## src/rtl/sreg_pkg.sv

```systemverilog
// Shared types and limits for the serial transmitter slice.
// Holds the tx FSM state enum, gap counter width and legal WIDTH/GAP range.
package sreg_pkg;

  typedef enum logic [1:0] {
    S_IDLE   = 2'd0,
    S_SHIFT  = 2'd1,
    S_PARITY = 2'd2,
    S_GAP    = 2'd3
  } tx_state_t;

  localparam int GAP_CNT_W = 4;
  localparam int WIDTH_MIN = 2;
  localparam int WIDTH_MAX = 32;
  localparam int GAP_MIN   = 0;
  localparam int GAP_MAX   = 15;

endpackage

```

## src/rtl/sreg_bit_cnt.sv

```systemverilog
// Enable-gated up-counter with synchronous clear and terminal-count flag.
// Ports: clk, rst (async low), clr, inc -> cnt[CW-1:0], tc (cnt == TC).
module sreg_bit_cnt #(
  parameter int CW = 3,
  parameter int TC = 7
) (
  input  logic          clk,
  input  logic          rst,
  input  logic          clr,
  input  logic          inc,
  output logic [CW-1:0] cnt,
  output logic          tc
);

  always_ff @(posedge clk or negedge rst) begin
    if (!rst) begin
      cnt <= '0;
    end else if (clr) begin
      cnt <= '0;
    end else if (inc) begin
      cnt <= cnt + 1'b1;
    end
  end

  assign tc = (cnt == CW'(TC));

endmodule

```

## src/rtl/sreg_ser_tx.sv

```systemverilog
// MSB-first parallel-to-serial transmitter with frame/last flags and idle gap.
// Ports: clk, rst (async low), en, din/din_valid/din_ready, data_out, frame, last.
// Option: SREG_SER_TX_PARITY_EN appends an even-parity bit to each frame.
module sreg_ser_tx
  import sreg_pkg::*;
#(
  parameter int WIDTH = 8,
  parameter int GAP   = 1
) (
  input  logic             clk,
  input  logic             rst,
  input  logic             en,
  input  logic [WIDTH-1:0] din,
  input  logic             din_valid,
  output logic             din_ready,
  output logic             data_out,
  output logic             frame,
  output logic             last
);

  localparam int BW = $clog2(WIDTH);
  localparam int GTC = (GAP > 0) ? GAP - 1 : 0;
  localparam logic [BW-1:0] BC_PEN = BW'(WIDTH - 2);

  localparam tx_state_t AFTER_FRAME =
    (GAP > 0) ? S_GAP : S_IDLE;
`ifdef SREG_SER_TX_PARITY_EN
  localparam tx_state_t AFTER_SHIFT = S_PARITY;
`else
  localparam tx_state_t AFTER_SHIFT = AFTER_FRAME;
`endif

  tx_state_t state, state_d;
  logic [WIDTH-1:0] sr, sr_d;
  logic accept, upd;
  logic data_d, frame_d, last_d;
  logic [BW-1:0] bcnt;
  logic [GAP_CNT_W-1:0] gcnt;
  logic bc_tc, gc_tc;
  logic bc_clr, bc_inc, gc_clr, gc_inc;
`ifdef SREG_SER_TX_PARITY_EN
  logic par;
`endif

  assign din_ready = (state == S_IDLE);

  always_comb begin
    state_d = state;
    sr_d    = sr;
    accept  = 1'b0;
    unique case (state)
      S_IDLE: begin
        if (din_valid) begin
          accept  = 1'b1;
          sr_d    = din;
          state_d = S_SHIFT;
        end
      end
      S_SHIFT: begin
        if (en) begin
          sr_d = sr << 1;
          if (bc_tc) state_d = AFTER_SHIFT;
        end
      end
`ifdef SREG_SER_TX_PARITY_EN
      S_PARITY: begin
        if (en) state_d = AFTER_FRAME;
      end
`endif
      S_GAP: begin
        if (en && gc_tc) state_d = S_IDLE;
      end
      default: state_d = S_IDLE;
    endcase
  end

  // Outputs are registered from the next state, so they only
  // move on an accept or an enabled advance; en=0 freezes them.
  assign upd = accept | ((state != S_IDLE) & en);

  always_comb begin
    frame_d = (state_d == S_SHIFT);
    data_d  = frame_d & sr_d[WIDTH-1];
    last_d  = 1'b0;
`ifdef SREG_SER_TX_PARITY_EN
    if (state_d == S_PARITY) begin
      frame_d = 1'b1;
      data_d  = par;
      last_d  = 1'b1;
    end
`else
    last_d = (state_d == S_SHIFT) &&
             (state == S_SHIFT) &&
             (bcnt == BC_PEN);
`endif
  end

  always_ff @(posedge clk or negedge rst) begin
    if (!rst) begin
      state    <= S_IDLE;
      sr       <= '0;
      data_out <= 1'b0;
      frame    <= 1'b0;
      last     <= 1'b0;
    end else begin
      state <= state_d;
      sr    <= sr_d;
      if (upd) begin
        data_out <= data_d;
        frame    <= frame_d;
        last     <= last_d;
      end
    end
  end

`ifdef SREG_SER_TX_PARITY_EN
  always_ff @(posedge clk or negedge rst) begin
    if (!rst) begin
      par <= 1'b0;
    end else if (accept) begin
      par <= ^din;
    end
  end
`endif

  // Counters saturate at terminal count; each is cleared on entry.
  assign bc_clr = accept;
  assign bc_inc = (state == S_SHIFT) & en & ~bc_tc;
  assign gc_clr = (state_d == S_GAP) & (state != S_GAP);
  assign gc_inc = (state == S_GAP) & en & ~gc_tc;

  sreg_bit_cnt #(
    .CW(BW),
    .TC(WIDTH - 1)
  ) u_bit_cnt (
    .clk(clk),
    .rst(rst),
    .clr(bc_clr),
    .inc(bc_inc),
    .cnt(bcnt),
    .tc (bc_tc)
  );

  sreg_bit_cnt #(
    .CW(GAP_CNT_W),
    .TC(GTC)
  ) u_gap_cnt (
    .clk(clk),
    .rst(rst),
    .clr(gc_clr),
    .inc(gc_inc),
    .cnt(gcnt),
    .tc (gc_tc)
  );

endmodule

```

## config.mk

```make
export PLATFORM = sky130hd
export DESIGN_NAME = sreg_ser_tx
export DESIGN_NICKNAME = d
export VERILOG_FILES = /design/src/rtl/sreg_pkg.sv /design/src/rtl/sreg_bit_cnt.sv /design/src/rtl/sreg_ser_tx.sv
export SDC_FILE = /design/constraint.sdc
export NUM_CORES = 1
export LEC_CHECK = 0
export ABC_CLOCK_PERIOD_IN_PS = 3500
export BUFFER_PORTS_ARGS = -buffer_cell sky130_fd_sc_hd__buf_2
export CAP_MARGIN = 20
export CORE_UTILIZATION = 40
export DETAILED_ROUTE_END_ITERATION = 8
export SYNTH_ARGS = -nofsm -noshare
export SYNTH_HDL_FRONTEND = slang
export SYNTH_SLANG_ARGS = --single-unit
export TNS_END_PERCENT = 100
```

## constraint.sdc

```tcl
create_clock -name clk -period 3.5 [get_ports clk]
set_input_delay 0.7 -clock clk [delete_from_list [all_inputs] [get_ports clk]]
set_output_delay 0.7 -clock clk [all_outputs]
set_load 0.01 [all_outputs]
```

Word level (Yosys, flattened, before mapping)
Cells that the tools add are included.
{"block": "op_classes", "add_sub_neg": 2, "eq_ne": 9, "n_mux": 14, "bitwise_logic": 10, "n_reduce_logical": 10}
{"cell": "$mux 8", "count": 2}
{"cell": "$pmux 8 s2", "count": 1}
{"cell": "$mux 2", "count": 4}
{"cell": "$mux 4", "count": 2}
{"cell": "$reduce_bool 2->1", "count": 4}
{"cell": "$and 1x1->1", "count": 7}
{"cell": "$eq 3x3->1 const B", "count": 2}
{"cell": "$mux 3", "count": 2}
{"cell": "$ne 2x2->1 const B", "count": 3}
{"cell": "$pmux 2 s3", "count": 1}
{"cell": "$add 4x1->4 const B", "count": 1}
{"cell": "$eq 2x1->1 const B", "count": 2}
{"cell": "$eq 2x2->1 const B", "count": 2}
{"cell": "$logic_not 4->1", "count": 1}
{"cell": "$add 3x1->3 const B", "count": 1}
{"cell": "$logic_and 1x1->1", "count": 3}
{"cell": "$reduce_and 3->1", "count": 1}
{"cell": "$logic_not 2->1", "count": 1}
{"cell": "$mux 1", "count": 2}
{"cell": "$not 1->1", "count": 2}
{"cell": "$or 1x1->1", "count": 1}
{"block": "word_totals", "regBits": 20, "in_bits": 12, "out_inout_bits": 4, "wordCells": 53}

Logic depth before layout (Yosys ltp)
{"block": "logic_depth", "ltp_word": 7, "ltp_mapped": 5, "ltp_nobuf": 5}

By module
Synthesis repeated with hierarchy kept, for this count alone.
{"block": "hier_totals", "cells_unflattened": 89, "hier_area_um2": 975.9}
{"mod": "sreg_ser_tx", "instances": 1, "cells_per_inst": 58, "area_per_inst_um2": 615.6, "seq_area_each_um2": 300.3}
{"mod": "sreg_bit_cnt (u_gap_cnt)", "instances": 1, "cells_per_inst": 20, "area_per_inst_um2": 220.2, "seq_area_each_um2": 100.1}
{"mod": "sreg_bit_cnt (u_bit_cnt)", "instances": 1, "cells_per_inst": 11, "area_per_inst_um2": 140.1, "seq_area_each_um2": 75.1}

Least setup slack after synthesis
Ideal clock, no wire load.
{"block": "synth_path", "path_kind": "in2reg", "from": "input en", "to": "register data_out", "setup_time_ns": 0.121, "t_arrival_ns": 1.479, "t_required_ns": 3.379, "setup_slack_ns": 1.900, "path_stages": 5, "n_path_buf": 2, "cell_sequence": "buf_6 and3b_1 buf_2 a22o_1 a22o_1"}
{"block": "synth_via", "elab_chain_cells": 5, "elab_cells_between_ends": 10, "classes_between": "1 x eq/ne; 5 x mux; 3 x bitwise; 1 x reduce/logical"}
{"item": "start: declaration", "line_no": "sreg_ser_tx.sv:12", "source": "input logic en,"}
{"item": "$logic_and 1x1->1", "line_no": "sreg_ser_tx.sv:71", "source": "if (en && gc_tc) state_d = S_IDLE;"}
{"item": "$mux 2", "line_no": "sreg_ser_tx.sv:71"}
{"item": "$pmux 2 s3", "line_no": "sreg_ser_tx.sv:51", "source": "unique case (state)"}
{"item": "$eq 2x1->1", "line_no": "sreg_ser_tx.sv:82", "source": "frame_d = (state_d == S_SHIFT);"}
{"item": "$and 1x1->1", "line_no": "sreg_ser_tx.sv:83", "source": "data_d = frame_d & sr_d[WIDTH-1];"}
{"item": "end signal: assignment", "line_no": "sreg_ser_tx.sv:109", "source": "data_out <= data_d;"}
{"item": "end: declaration", "line_no": "sreg_ser_tx.sv:16", "source": "output logic data_out,"}
Parallel ways exist; a longest one is shown, timed or not. The select of a mux whose other input is x is not followed.
A chain may end at the register's enable or synchronous reset.

Worst setup path after layout
{"block": "layout_path", "from": "register state[1]", "to": "output din_ready"}
{"block": "layout_via", "elab_chain_cells": 1}
{"item": "start: declaration", "line_no": "sreg_ser_tx.sv:33", "source": "tx_state_t state, state_d;"}
{"item": "start signal: assignment", "line_no": "sreg_ser_tx.sv:106", "source": "state <= state_d;"}
{"item": "$logic_not 2->1", "line_no": "sreg_ser_tx.sv:45", "source": "assign din_ready = (state == S_IDLE);"}
{"item": "end: declaration", "line_no": "sreg_ser_tx.sv:15", "source": "output logic din_ready,"}
Every way passes these cells.

==> summary.md <==
| Metric | Value |
|---|---|
| P per Cell Area | 773 nW/um2 |
| Post-route ant nets | 0 |
| Simple-gate share of the synthesized area | 0.144 |
| Avg Cell Area, Syn | 11.2 um2 |
| CP bufs+invs | 1 |
| Vias in the first global route | 725 |
| # resized after CTS | 0 |
| Core area | 2300 um2 |
| Antenna violations before repair | 0 |
| CP max FO | 14 |
| Final critical-path required period | 1.92 ns |
| Setup Fix Bufs, Post-CTS | 0 |
| Inserted Diodes | 0 |
| Setup TNS | 0 ns |
| CTS Hold Bufs | 0 |
| Vias | 733 |
| CTS tree | done |
| Distinct cells, synth | 36 |
| Worst skew pair latency | 0.29 ns |
| Ratio of cells with drive above 1 in the final layout | 0.221 |
| Largest net degree at the start of global routing | 20 |
| WP data arrival | 1.22 ns |
| Post-Synthesis Cells | 90 |
| Final Setup Violations | 0 |
| Synth warnings | 0 |
| CP peak stage delay | 0.55 ns |
| Multiplexer share of the synthesized area | 0.0212 |
| Top cell type's share of synthesized area | 0.473 |
| Hpwl dp | 1.30 mm |
| Crit path depth | 2 |
| Final #Nets | 122 |
| Starting density of the core | 0.437 |
| Final hold viol count | 0 |
| XOR/XNOR share of the synthesized area | 0 |
| Root buffer cell | clkbuf_4 |
| Skew final | 0.000951 ns |
| Slowest cell on crit path | dfrtp_1 |
| Die ar. | 2720 um2 |
| Commonest non-fill, non-tap cell in the layout | dfrtp_1 |
| CP cell instances | nor2_1, buf_2 |
| Routed wire length | 1.78 mm |
| Overflow after GRT | 0 |
| Port Buf Inserts | 15 |
| Row count | 17 |
| Clock sink count | 19 |
| Hold Crit Class | primary input to async pin |
| Slew Viols, Final | 0 |
| CP Capture Type | output port |
| Largest family of logic cells by synthesized area | compound AO/OA/AOI/OAI gates |
| Clock buffer depth | 2 |
| Mapped Nets | 107 |
| Reg2Reg Depth | 3 |
| Post-Place Cell Area | 1070 um2 |
| Max frequency | 0.520 GHz |
| Compound-Gate Fraction of Synth Area | 0.237 |
| Drt drc | 0 |
| Max Cap Viol | 0 |
| Routability Congestion | 0.697 |
| Die Width | 52.1 um |
| Area leader, netlist | dfrtp_1 |
| Post-Syn Area | 1000 um2 |
| Rel. slew slack | 0.525 |
| Die height | 52.1 um |
| Share of the yosys chip area belonging to registers | 0.473 |
| Iter 0 DRT Violations | 5 |
| Area contributors post-synth | dfrtp_1 47%, a22o_1 9.6%, ha_1 6.2% |
| Critical path launch point type | flip-flop |
| Most frequent cells in the layout | 19 x dfrtp_1, 15 x buf_2, 11 x a22o_1 |
| Final instance area | 1100 um2 |
| Num CTS Buffers | 3 |
| I/O Pins | 16 |
| Area grow syn2layout | 9.59% |
| Unrepaired setup endpoints after global routing | false |
| Final worst-path cycle share | 0.549 |
| Adder-Cell Fraction of Synth Area | 0.0623 |
| Delay-heaviest family, CP | flip-flops |
| CP required | 2.80 ns |
| Leak | 0.000578 uW |
| Worst setup path class | flip-flop to output port |
| Max IR drop VDD | 0.000380 V |
| Fraction of registers with async set/reset | 1.00 |
| First-pass GRT wire length | 3.22 mm |
| Clock slew at reported path FFs | 0.11 ns |
| Average routed wire per standard cell | 13.5 um |
| Status | completed |
| H-tree lvl count | 1 |
| DR pass1 iterations | 4 |
| Register bit total from synthesis | 19 |
| Avg Vias per Cell | 5.55 |
| Worst slew pin tran | 0.709 ns |
| Total GRT Usage | 0.160 |
| Post-synth EDFFs | 0 |
| Ys flop type | dfrtp_1 |
path summary, 6_finish.rpt:
kind / start / to / slack [ns]
worst max register to register: state[1]$_DFF_PN0_ / u_bit_cnt.cnt[0]$_DFFE_PN0P_ / 1.74
max in group asynchronous: rst / u_bit_cnt.cnt[0]$_DFFE_PN0P_ / 2.88
min in group clk: sr[4]$_DFFE_PN0P_ / sr[4]$_DFFE_PN0P_ / 0.49
worst min-delay path: rst / u_gap_cnt.cnt[2]$_DFFE_PN0P_ / 0.32
worst min register to register: sr[4]$_DFFE_PN0P_ / sr[4]$_DFFE_PN0P_ / 0.49
worst max-delay path: state[1]$_DFF_PN0_ / din_ready / 1.58
where the power goes:
group,switching (uW),internal [uW]
registers,88.3,311
logic,170,169
clock network,68.6,44.3
total,327,524
cell type report:
class / instances / area (um2)
clock buffers: 4 / 26.3
repair buffers: 15 / 75.1
flip-flops and latches: 19 / 475
fillers: 217 / 1200
multi-input cells: 60 / 467
well taps: 28 / 35.0
inverters: 6 / 22.5
state kept, by name, indices dropped and copies added (netlist names):
register / flops
u_bit_cnt.cnt: 3
u_gap_cnt.cnt: 4
data_out: 1
frame: 1
sr: 7
last: 1
state: 2
logic make-up after synthesis:
family | Yosys count
AO/OA/AOI/OAI | 30
multiplexers | 2
flip-flops | 19
AND/OR/NAND/NOR | 23
buffers and inverters | 11
adder cells (fa/ha/maj) | 5
metal layers:
metal | wire, um | global-route usage | part of all wire
met3 | 80 | 0.0292 | 0.045
met5 | 0 | 0 | 0
met1 | 959 | 0.232 | 0.54
met2 | 728 | 0.229 | 0.41
met4 | 13 | 0.0676 | 0.0073
synth_stat cells, types with 2 or more instances:
cell type,number
a21o_1,6
dfrtp_1,19
nand4_1,2
o311ai_1,2
buf_2,2
nand2_1,6
ha_1,5
and2_1,2
nor2_1,3
a21oi_1,2
buf_6,2
inv_1,5
a22o_1,11
metrics by stage:
stage | total power, uW | setup WS [ns] | util | hold slack (ns) | cells
finish | 851 | 1.58 | 0.479 | 0.322 | 132
global route | 934 | 1.50 | 0.479 | 0.344 | 132
CTS | 857 | 1.58 | 0.479 | 0.341 | 132
detailed placement | 743 | 1.49 | 0.468 | 0.471 | 128
global placement | 733 | 1.52 | 0.468 | 0.462 | 128
floorplan | 665 | 1.90 | - | 0.404 | 90
Power figures use the tool's default switching activity.
